**src/rtl/perceptron_pkg.sv**
```systemverilog
// Shared types, constants and the weight reduction helper for perceptron_trainer.
package perceptron_pkg;

    typedef enum logic [1:0] {
        StLoad,
        StEval,
        StUpdate,
        StResult
    } state_e;

    localparam int unsigned ERR_CNT_W = 16;

    // Clamps to the signed nbits range when sat is set; otherwise the caller's truncation wraps.
    function automatic logic signed [31:0] fit_weight(input logic signed [31:0] sum,
                                                      input int unsigned nbits,
                                                      input logic sat);
        logic signed [31:0] hi;
        logic signed [31:0] lo;
        hi = (32'sd1 <<< (nbits - 1)) - 32'sd1;
        lo = -(32'sd1 <<< (nbits - 1));
        if (sat && (sum > hi)) begin
            return hi;
        end
        if (sat && (sum < lo)) begin
            return lo;
        end
        return sum;
    endfunction

endpackage

```
**src/rtl/weight_updater.sv**
```systemverilog
// Combinational W +/- X at NUM_BITS+1, reduced back to NUM_BITS.
// Saturates when PERCEPTRON_TRAINER_SAT_EN is defined, wraps otherwise.
module weight_updater
    import perceptron_pkg::*;
#(
    parameter int unsigned NUM_BITS = 4
) (
    input  logic [NUM_BITS-1:0] w_i,
    input  logic [NUM_BITS-1:0] x_i,
    input  logic                add_i,
    output logic [NUM_BITS-1:0] w_o
);

`ifdef PERCEPTRON_TRAINER_SAT_EN
    localparam logic SatEn = 1'b1;
`else
    localparam logic SatEn = 1'b0;
`endif

    logic signed [NUM_BITS:0] w_ext;
    logic signed [NUM_BITS:0] x_ext;
    logic signed [NUM_BITS:0] sum;

    always_comb begin
        w_ext = {w_i[NUM_BITS-1], w_i};
        x_ext = {x_i[NUM_BITS-1], x_i};
        sum   = add_i ? (w_ext + x_ext) : (w_ext - x_ext);
        w_o   = NUM_BITS'(fit_weight(32'(sum), NUM_BITS, SatEn));
    end

endmodule

```
**src/rtl/perceptron_trainer.sv**
```systemverilog
// Perceptron training stage: loads X serially, samples the external neuron, updates W on a miss.
// Weight overflow handling is selected by PERCEPTRON_TRAINER_SAT_EN (see weight_updater).
module perceptron_trainer
    import perceptron_pkg::*;
#(
    parameter int unsigned NUM_INPUTS  = 18,
    parameter int unsigned NUM_BITS    = 4,
    parameter int unsigned EVAL_CYCLES = 1
) (
    input  logic                           clk,
    input  logic                           rst,
    input  logic                           s_valid,
    output logic                           s_ready,
    input  logic [NUM_BITS-1:0]            s_data,
    input  logic                           s_last,
    input  logic                           s_target,
    output logic [NUM_INPUTS*NUM_BITS-1:0] x_out,
    output logic [NUM_INPUTS*NUM_BITS-1:0] w_out,
    input  logic                           s_neuron,
    output logic                           res_valid,
    output logic                           res_miss,
    output logic [ERR_CNT_W-1:0]           err_cnt,
    input  logic                           clr_cnt
);

    localparam int unsigned IdxW = (NUM_INPUTS > 1) ? $clog2(NUM_INPUTS) : 1;
    localparam int unsigned EvW  = $clog2(EVAL_CYCLES + 1);
    localparam logic [IdxW-1:0] LastIdx = IdxW'(NUM_INPUTS - 1);
    localparam logic [EvW-1:0]  LastEv  = EvW'(EVAL_CYCLES - 1);

    typedef logic [NUM_INPUTS-1:0][NUM_BITS-1:0] bank_t;

    state_e               state_q, state_d;
    logic [IdxW-1:0]      idx_q, idx_d;
    logic [EvW-1:0]       ev_q, ev_d;
    bank_t                x_q, x_d;
    bank_t                w_q, w_d;
    logic                 target_q, target_d;
    logic                 y_q, y_d;
    logic [ERR_CNT_W-1:0] err_cnt_q, err_cnt_d;
    logic [NUM_BITS-1:0]  w_upd;

    // Single updater shared across all weights; idx_q selects the pair being trained.
    weight_updater #(
        .NUM_BITS(NUM_BITS)
    ) u_weight_updater (
        .w_i  (w_q[idx_q]),
        .x_i  (x_q[idx_q]),
        .add_i(target_q),
        .w_o  (w_upd)
    );

    always_comb begin
        state_d   = state_q;
        idx_d     = idx_q;
        ev_d      = ev_q;
        x_d       = x_q;
        w_d       = w_q;
        target_d  = target_q;
        y_d       = y_q;
        err_cnt_d = err_cnt_q;
        s_ready   = 1'b0;
        res_valid = 1'b0;
        res_miss  = 1'b0;

        case (state_q)
            StLoad: begin
                s_ready = 1'b1;
                if (s_valid) begin
                    x_d[idx_q] = s_data;
                    idx_d      = idx_q + IdxW'(1);
                    if (s_last || (idx_q == LastIdx)) begin
                        target_d = s_target;
                        idx_d    = '0;
                        ev_d     = '0;
                        state_d  = StEval;
                    end
                end
            end
            StEval: begin
                if (ev_q == LastEv) begin
                    y_d     = s_neuron;
                    state_d = (s_neuron == target_q) ? StResult : StUpdate;
                end else begin
                    ev_d = ev_q + EvW'(1);
                end
            end
            StUpdate: begin
                w_d[idx_q] = w_upd;
                if (idx_q == LastIdx) begin
                    idx_d   = '0;
                    state_d = StResult;
                end else begin
                    idx_d = idx_q + IdxW'(1);
                end
            end
            StResult: begin
                res_valid = 1'b1;
                res_miss  = (y_q != target_q);
                x_d       = '0;
                if (res_miss && (err_cnt_q != '1)) begin
                    err_cnt_d = err_cnt_q + ERR_CNT_W'(1);
                end
                state_d = StLoad;
            end
            default: state_d = StLoad;
        endcase

        if (clr_cnt) begin
            err_cnt_d = '0;
        end
    end

    always_ff @(posedge clk or posedge rst) begin
        if (rst) begin
            state_q   <= StLoad;
            idx_q     <= '0;
            ev_q      <= '0;
            x_q       <= '0;
            w_q       <= '0;
            target_q  <= 1'b0;
            y_q       <= 1'b0;
            err_cnt_q <= '0;
        end else begin
            state_q   <= state_d;
            idx_q     <= idx_d;
            ev_q      <= ev_d;
            x_q       <= x_d;
            w_q       <= w_d;
            target_q  <= target_d;
            y_q       <= y_d;
            err_cnt_q <= err_cnt_d;
        end
    end

    assign x_out   = x_q;
    assign w_out   = w_q;
    assign err_cnt = err_cnt_q;

endmodule

```
**config.mk**
```make
export PLATFORM = sky130hd
export DESIGN_NAME = perceptron_trainer
export DESIGN_NICKNAME = d
export VERILOG_FILES = /design/src/rtl/perceptron_pkg.sv /design/src/rtl/weight_updater.sv /design/src/rtl/perceptron_trainer.sv
export SDC_FILE = /design/constraint.sdc
export NUM_CORES = 1
export LEC_CHECK = 0
export BUFFER_PORTS_ARGS = -buffer_cell sky130_fd_sc_hd__buf_2
export CAP_MARGIN = 20
export CORE_UTILIZATION = 32
export CTS_BUF_LIST = sky130_fd_sc_hd__clkbuf_4
export CTS_CLUSTER_DIAMETER = 100
export CTS_CLUSTER_SIZE = 20
export DETAILED_ROUTE_END_ITERATION = 16
export MAX_ROUTING_LAYER = met4
export PLACE_DENSITY = 0.5
export SLEW_MARGIN = 0
export SYNTH_ARGS = -nofsm -noshare
export SYNTH_HDL_FRONTEND = slang
export SYNTH_HIERARCHICAL = 1
export SYNTH_SLANG_ARGS = --single-unit
```
**constraint.sdc**
```tcl
create_clock -name clk -period 8.3 [get_ports clk]
set_input_delay 1.245 -clock clk [delete_from_list [all_inputs] [get_ports clk]]
set_output_delay 1.245 -clock clk [all_outputs]
set_load 0.05 [all_outputs]
```
After elaboration in Yosys (flattened, before gate mapping)
Index checks and enable logic that the tools add are counted.
{"block": "word_totals", "regBits": 170, "latch_bits": 0, "ram_bits": 0, "mem_bits_ro": 0, "output_inout_bits": 163, "wordCells": 108, "n_memories": 0}
{"block": "classes", "n_addsub": 5, "n_mul": 0, "n_div": 0, "magnitude_cmp": 2, "n_eq_ne": 11, "shifts": 0, "n_mux": 31, "bitwise_logic": 1, "reduce_logical": 16}
{"op": "72-bit bitwise mux", "n": 2}
{"op": "72-bit case mux with 2 select lines", "n": 1}
{"op": "72-bit two-way mux", "n": 1}
{"op": "16-bit two-way mux", "n": 3}
{"op": "4-bit binary-select mux with 5-bit select", "n": 2}
{"op": "4-bit demux with 5-bit select", "n": 1}
{"op": "16-bit by 1-bit adder with 16-bit output, second input constant", "n": 1}
{"op": "4-bit two-way mux", "n": 4}
{"op": "16-bit != test, second input constant", "n": 1}
{"op": "5-bit two-way mux", "n": 3}
{"op": "5-bit case mux with 2 select lines", "n": 1}
{"op": "2-bit nonzero test", "n": 5}
{"op": "2-bit two-way mux", "n": 4}
{"op": "2-bit != test, second input constant", "n": 4}
{"op": "2-bit case mux with 4 select lines", "n": 1}
{"op": "2-bit AND reduction", "n": 4}
{"op": "1-bit two-way mux", "n": 7}
{"op": "5-bit by 6-bit < comparator with 1-bit output, second input constant", "n": 1}
{"op": "3-bit AND reduction", "n": 2}
{"op": "5-bit by 1-bit adder with 5-bit output, second input constant", "n": 1}
{"op": "5-bit equality test, second input constant", "n": 1}
{"op": "5-bit by 1-bit >= comparator with 1-bit output, second input constant", "n": 1}
{"op": "4-bit adder", "n": 1}
{"op": "2-bit equality test, second input constant", "n": 2}
{"op": "other kinds (11)", "n": 12}

Longest topological paths before layout
{"block": "depth", "ltp_word": 7, "mapped_depth": 16, "mapped_depth_nobuf": 12}

By module
The synthesis kept the hierarchy.
{"module": "perceptron_trainer", "n_inst": 1, "cells_each": 683, "area_per_inst_um2": 8151.6, "seq_area_each_um2": 4229.1}
{"module": "weight_updater", "n_inst": 1, "cells_each": 21, "area_per_inst_um2": 177.7, "seq_area_each_um2": 0.0}

Worst setup path before layout
OpenSTA, ideal clock, no wires.
{"block": "synth_timing", "kind": "reg-to-reg", "startpoint": "register idx_q[0]", "endpoint": "register w_q (netlist bit w_out[35])", "setup_ns": 0.128, "arrival_time_ns": 3.563, "required_time_ns": 8.172, "slack_ns": 4.610, "path_stages_with_launch": 17, "n_path_buf": 4, "period_less_slack_ns": 3.690, "path_cell_list": "dfrtp_1 > buf_2 > buf_4 > buf_2 > mux2i_1 > a221oi_1 > o21ai_0 > o21ai_1 > inv_1 > ha_1 > mux2_2 > ha_1 > a21o_1 > a21oi_1 > xnor3_1 > clkbuf_1 > mux2_1"}
{"block": "synth_between", "elab_chain_len": 5, "word_cells_on_any_way": 13}
{"element": "from (decl)", "line": "perceptron_trainer.sv:34", "rtl": "logic [IdxW-1:0] idx_q, idx_d;"}
{"element": "from (signal assigned)", "line": "perceptron_trainer.sv:126", "rtl": "idx_q <= idx_d;"}
{"element": "4-bit binary-select mux with 5-bit select (on tied branches)", "line": "perceptron_trainer.sv:47, perceptron_trainer.sv:48"}
{"element": "4-bit two-way mux (on tied branches)", "line": "perceptron_trainer.sv:47, perceptron_trainer.sv:48"}
{"element": "4-bit subtractor / 4-bit adder (equally long branches)", "line": "weight_updater.sv:27", "rtl": "sum = add_i ? (w_ext + x_ext) : (w_ext - x_ext);"}
{"element": "4-bit two-way mux (*)", "line": "weight_updater.sv:27"}
{"element": "via w_upd[3]", "line": "perceptron_trainer.sv:41", "rtl": "logic [NUM_BITS-1:0] w_upd;"}
{"element": "72-bit bitwise mux (*)", "line": "perceptron_trainer.sv:89", "rtl": "w_d[idx_q] = w_upd;"}
{"element": "to (signal assigned)", "line": "perceptron_trainer.sv:129", "rtl": "w_q <= w_d;"}
{"element": "to (decl)", "line": "perceptron_trainer.sv:37", "rtl": "bank_t w_q, w_d;"}
Mark *: on every way through the listed nets, which the timed path passes. The rest lies on a longest branch. The select of a mux whose other input is x is not followed.
A chain may end at the register's enable or synchronous reset.

Worst setup path in the final report
Ends and elaborated chain as after synthesis.

==> metrics <==
worst slew pin tran=1.07 ns; Worst setup EP type=flip-flop; TritonRoute pass-1 iters=5; H-Tree Depth=4; site row count=58; Most used DFF post-synth=dfrtp_1; final net count=888; Slew headroom=28.7%; area of the multi-input gates=3860 um2; worst-path fanout max=48; Clock Tree Root=clkbuf_4; Mean Syn Cell Area=11.8 um2; RSZ-0062 raised after global routing=false; vias per cell=5.36; FF-to-FF setup slack=3.74 ns; P&R area growth vs syn=18.5%; CTS Buf Count=17; Arrival @ worst endpoint=5.02 ns; die height=163 um; Initial Utilization=32.9%; max_cap viols=0; hold crit path type=in2async; post-CTS setup buffers=0; PD cells=371 nW/um2; Ys Warns=6; worst setup path class=reg2reg; biggest area consumer among synthesized cells=dfrtp_1; type of origin of the critical path=flip-flop; Worst VDD drop=0.236 mV; Longest Clk Path Bufs=2; Storage cell area=4230 um2; Crit path required time=8.75 ns; crit share post-route=55.0%; PostCTS Resize Cnt=0; Place WS=3.75 ns; top cell type's share of synthesized area=50.8%; syn nets=729; Buffers on Ports=173; WL/cell=21.8 um; leakage power=4.92 nW; skew final=0.0258 ns; largest net degree at the start of global routing=109; antenna viol nets, final=0; final setup fails=0; Final TNS setup=0 ns; vias=6470; design area=9870 um2; fraction of layout cells with a size suffix above 1=31.3%; fin cells=1207; Clk Latency, worst-skew pair=0.58 ns; fillers=2508; grt total ovfl=0; final WL=26.3 mm; EDFF count, synth=0; wire length of the first global-routing pass=39.7 mm; Fin. Hold Viols=0; vias in the first global route=6342; die area=26700 um2; synthesis-stage register bit count=169; DP Area=9500 um2; outcome=complete, no violations; top cells by area, synth=dfrtp_1 51%, a22o_1 5.9%, mux2_1 5.5%; max-slew violations=0; CTS clk-pin slew, worst paths=0.16 ns; Final HPWL DP=19.2 mm; DR iter-0 viols=456; hold buffer count at cts=0; initial antenna violation count=1; Die Span X=163 um; Core Box Area=25300 um2; Synth Cell Area=8330 um2; sequential area share after synthesis=50.8%; GRT Total Usage=20.7%; Synth cell types=50; Fmax achieved=219 MHz; PnR worst setup slack=3.74 ns; placer's final routability congestion estimate=0.808; Top Ports=174; cell count after synthesis=704; # DRC=0; DP Cell Count=1173; post-layout min period=4.56 ns; ys async rst share=100%; CTS tree=yes; clock sink count=169
==> per-layer routing <==
metal | GRT usage (%) | vias to the layer above | part of all wire, %
met5 | - | - | 0
met3 | 3.38 | 16 | 4.8
met4 | 4.93 | 0 | 1.1
met1 | 28.7 | 3313 | 47
li1 | - | 2957 | -
met2 | 31.4 | 184 | 47
==> cells in the final DEF, fill, tap and decap left out, types with 4 or more instances in the layout <==
cell       instances
mux2i_1           41
and2_1             6
bufinv_16          4
inv_6              6
dfrtp_1          168
o22ai_1           11
and4_1             4
mux2_2            38
and4b_1            4
nor3_1             9
nand2b_1          12
a211oi_1          11
buf_2            173
a21oi_1           17
or3_1              7
nor2_1            27
buf_4              5
o21ai_0           18
nand4_1            5
mux4_2            16
o21ai_1           36
clkbuf_4          18
a221oi_1           8
o31ai_1            4
ha_1              13
nand2_1           46
inv_1             18
or4_1              5
nand3_1            7
mux2_1            41
a22o_1            56
==> area by class of cell <==
type / count / area share [%]
Timing Repair Buffer: 179 / 9.43
Clock inverter: 14 / 2.10
Clock buffer: 18 / 1.37
Antenna cell: 1 / 0.0253
Inverter: 22 / 0.887
Tap cell: 330 / 4.18
Sequential cell: 169 / 42.9
Multi-Input combinational cell: 474 / 39.1
==> report_power, final <==
| part | switching [mW] | leakage (nW) | internal (mW) |
|---|---|---|---|
| Sequential | 0.204 | 2.32 | 0.993 |
| Combinational | 1.34 | 2.42 | 0.540 |
| Clock | 0.331 | 0.177 | 0.250 |
| Total | 1.88 | 4.92 | 1.78 |
==> registers in the layout (all words and copies together), names as in the netlist <==
register  count
err_cnt      16
idx_q         5
state_q       2
target_q      1
w_out        72
x_out        72
y_q           1
==> final timing paths <==
kind                       startpoint   endpoint  cells past startpoint
max reg2reg                  idx_q[0]  w_out[35]                     12
max in group asynchronous         rst   idx_q[0]                      4
max                          idx_q[0]  w_out[35]                     12
min                               rst  w_out[40]                      2
min in group clk            w_out[36]  w_out[36]                      1
min reg2reg                 w_out[36]  w_out[36]                      1
==> per-stage QoR <==
step | total power, mW | util [%] | hold WS, ns
floorplan | 2.56 | - | 0.544
CTS | 3.70 | 38.9 | 0.536
global placement | 3.10 | 37.5 | 0.505
global route | 3.86 | 39.0 | 0.474
finish | 3.66 | 39.0 | 0.535
detailed placement | 3.11 | 37.5 | 0.500
==> critical path, stage by stage (launching register included) <==
cell and delay [ns]:
dfrtp_4 0.62, buf_4 0.73, mux4_2 0.60, a211oi_1 0.26, o21ai_1 0.14, inv_1 0.11
ha_1 0.22, mux2_2 0.28, ha_1 0.27, a21o_1 0.16, a21oi_1 0.15, xnor3_1 0.48
mux2_1 0.39
==> cell usage after synthesis, drive strengths merged (5+ instances only) <==
| master | number |
|---|---|
| a211oi | 11 |
| a21oi | 17 |
| a221oi | 8 |
| a22o | 56 |
| and2 | 6 |
| buf | 16 |
| clkbuf | 23 |
| dfrtp | 169 |
| ha | 13 |
| inv | 22 |
| mux2 | 79 |
| mux2i | 41 |
| mux4 | 16 |
| nand2 | 46 |
| nand2b | 12 |
| nand3 | 7 |
| nand4 | 5 |
| nor2 | 27 |
| nor3 | 11 |
| o21ai | 54 |
| o22ai | 11 |
| or3 | 7 |
| or4 | 5 |
==> kinds of logic after synthesis <==
family	Yosys count	synth area share (%)
DFF	169	50.8
xor gates and xnor gates	7	0.901
and+or+nand+nor	143	8.88
muxes	136	19.9
adders and majority gates	14	2.19
AOI/OAI and AO/OA	174	14.4
buffers and inverters	61	2.91
Note: power is estimated with default switching activity, not from simulation.
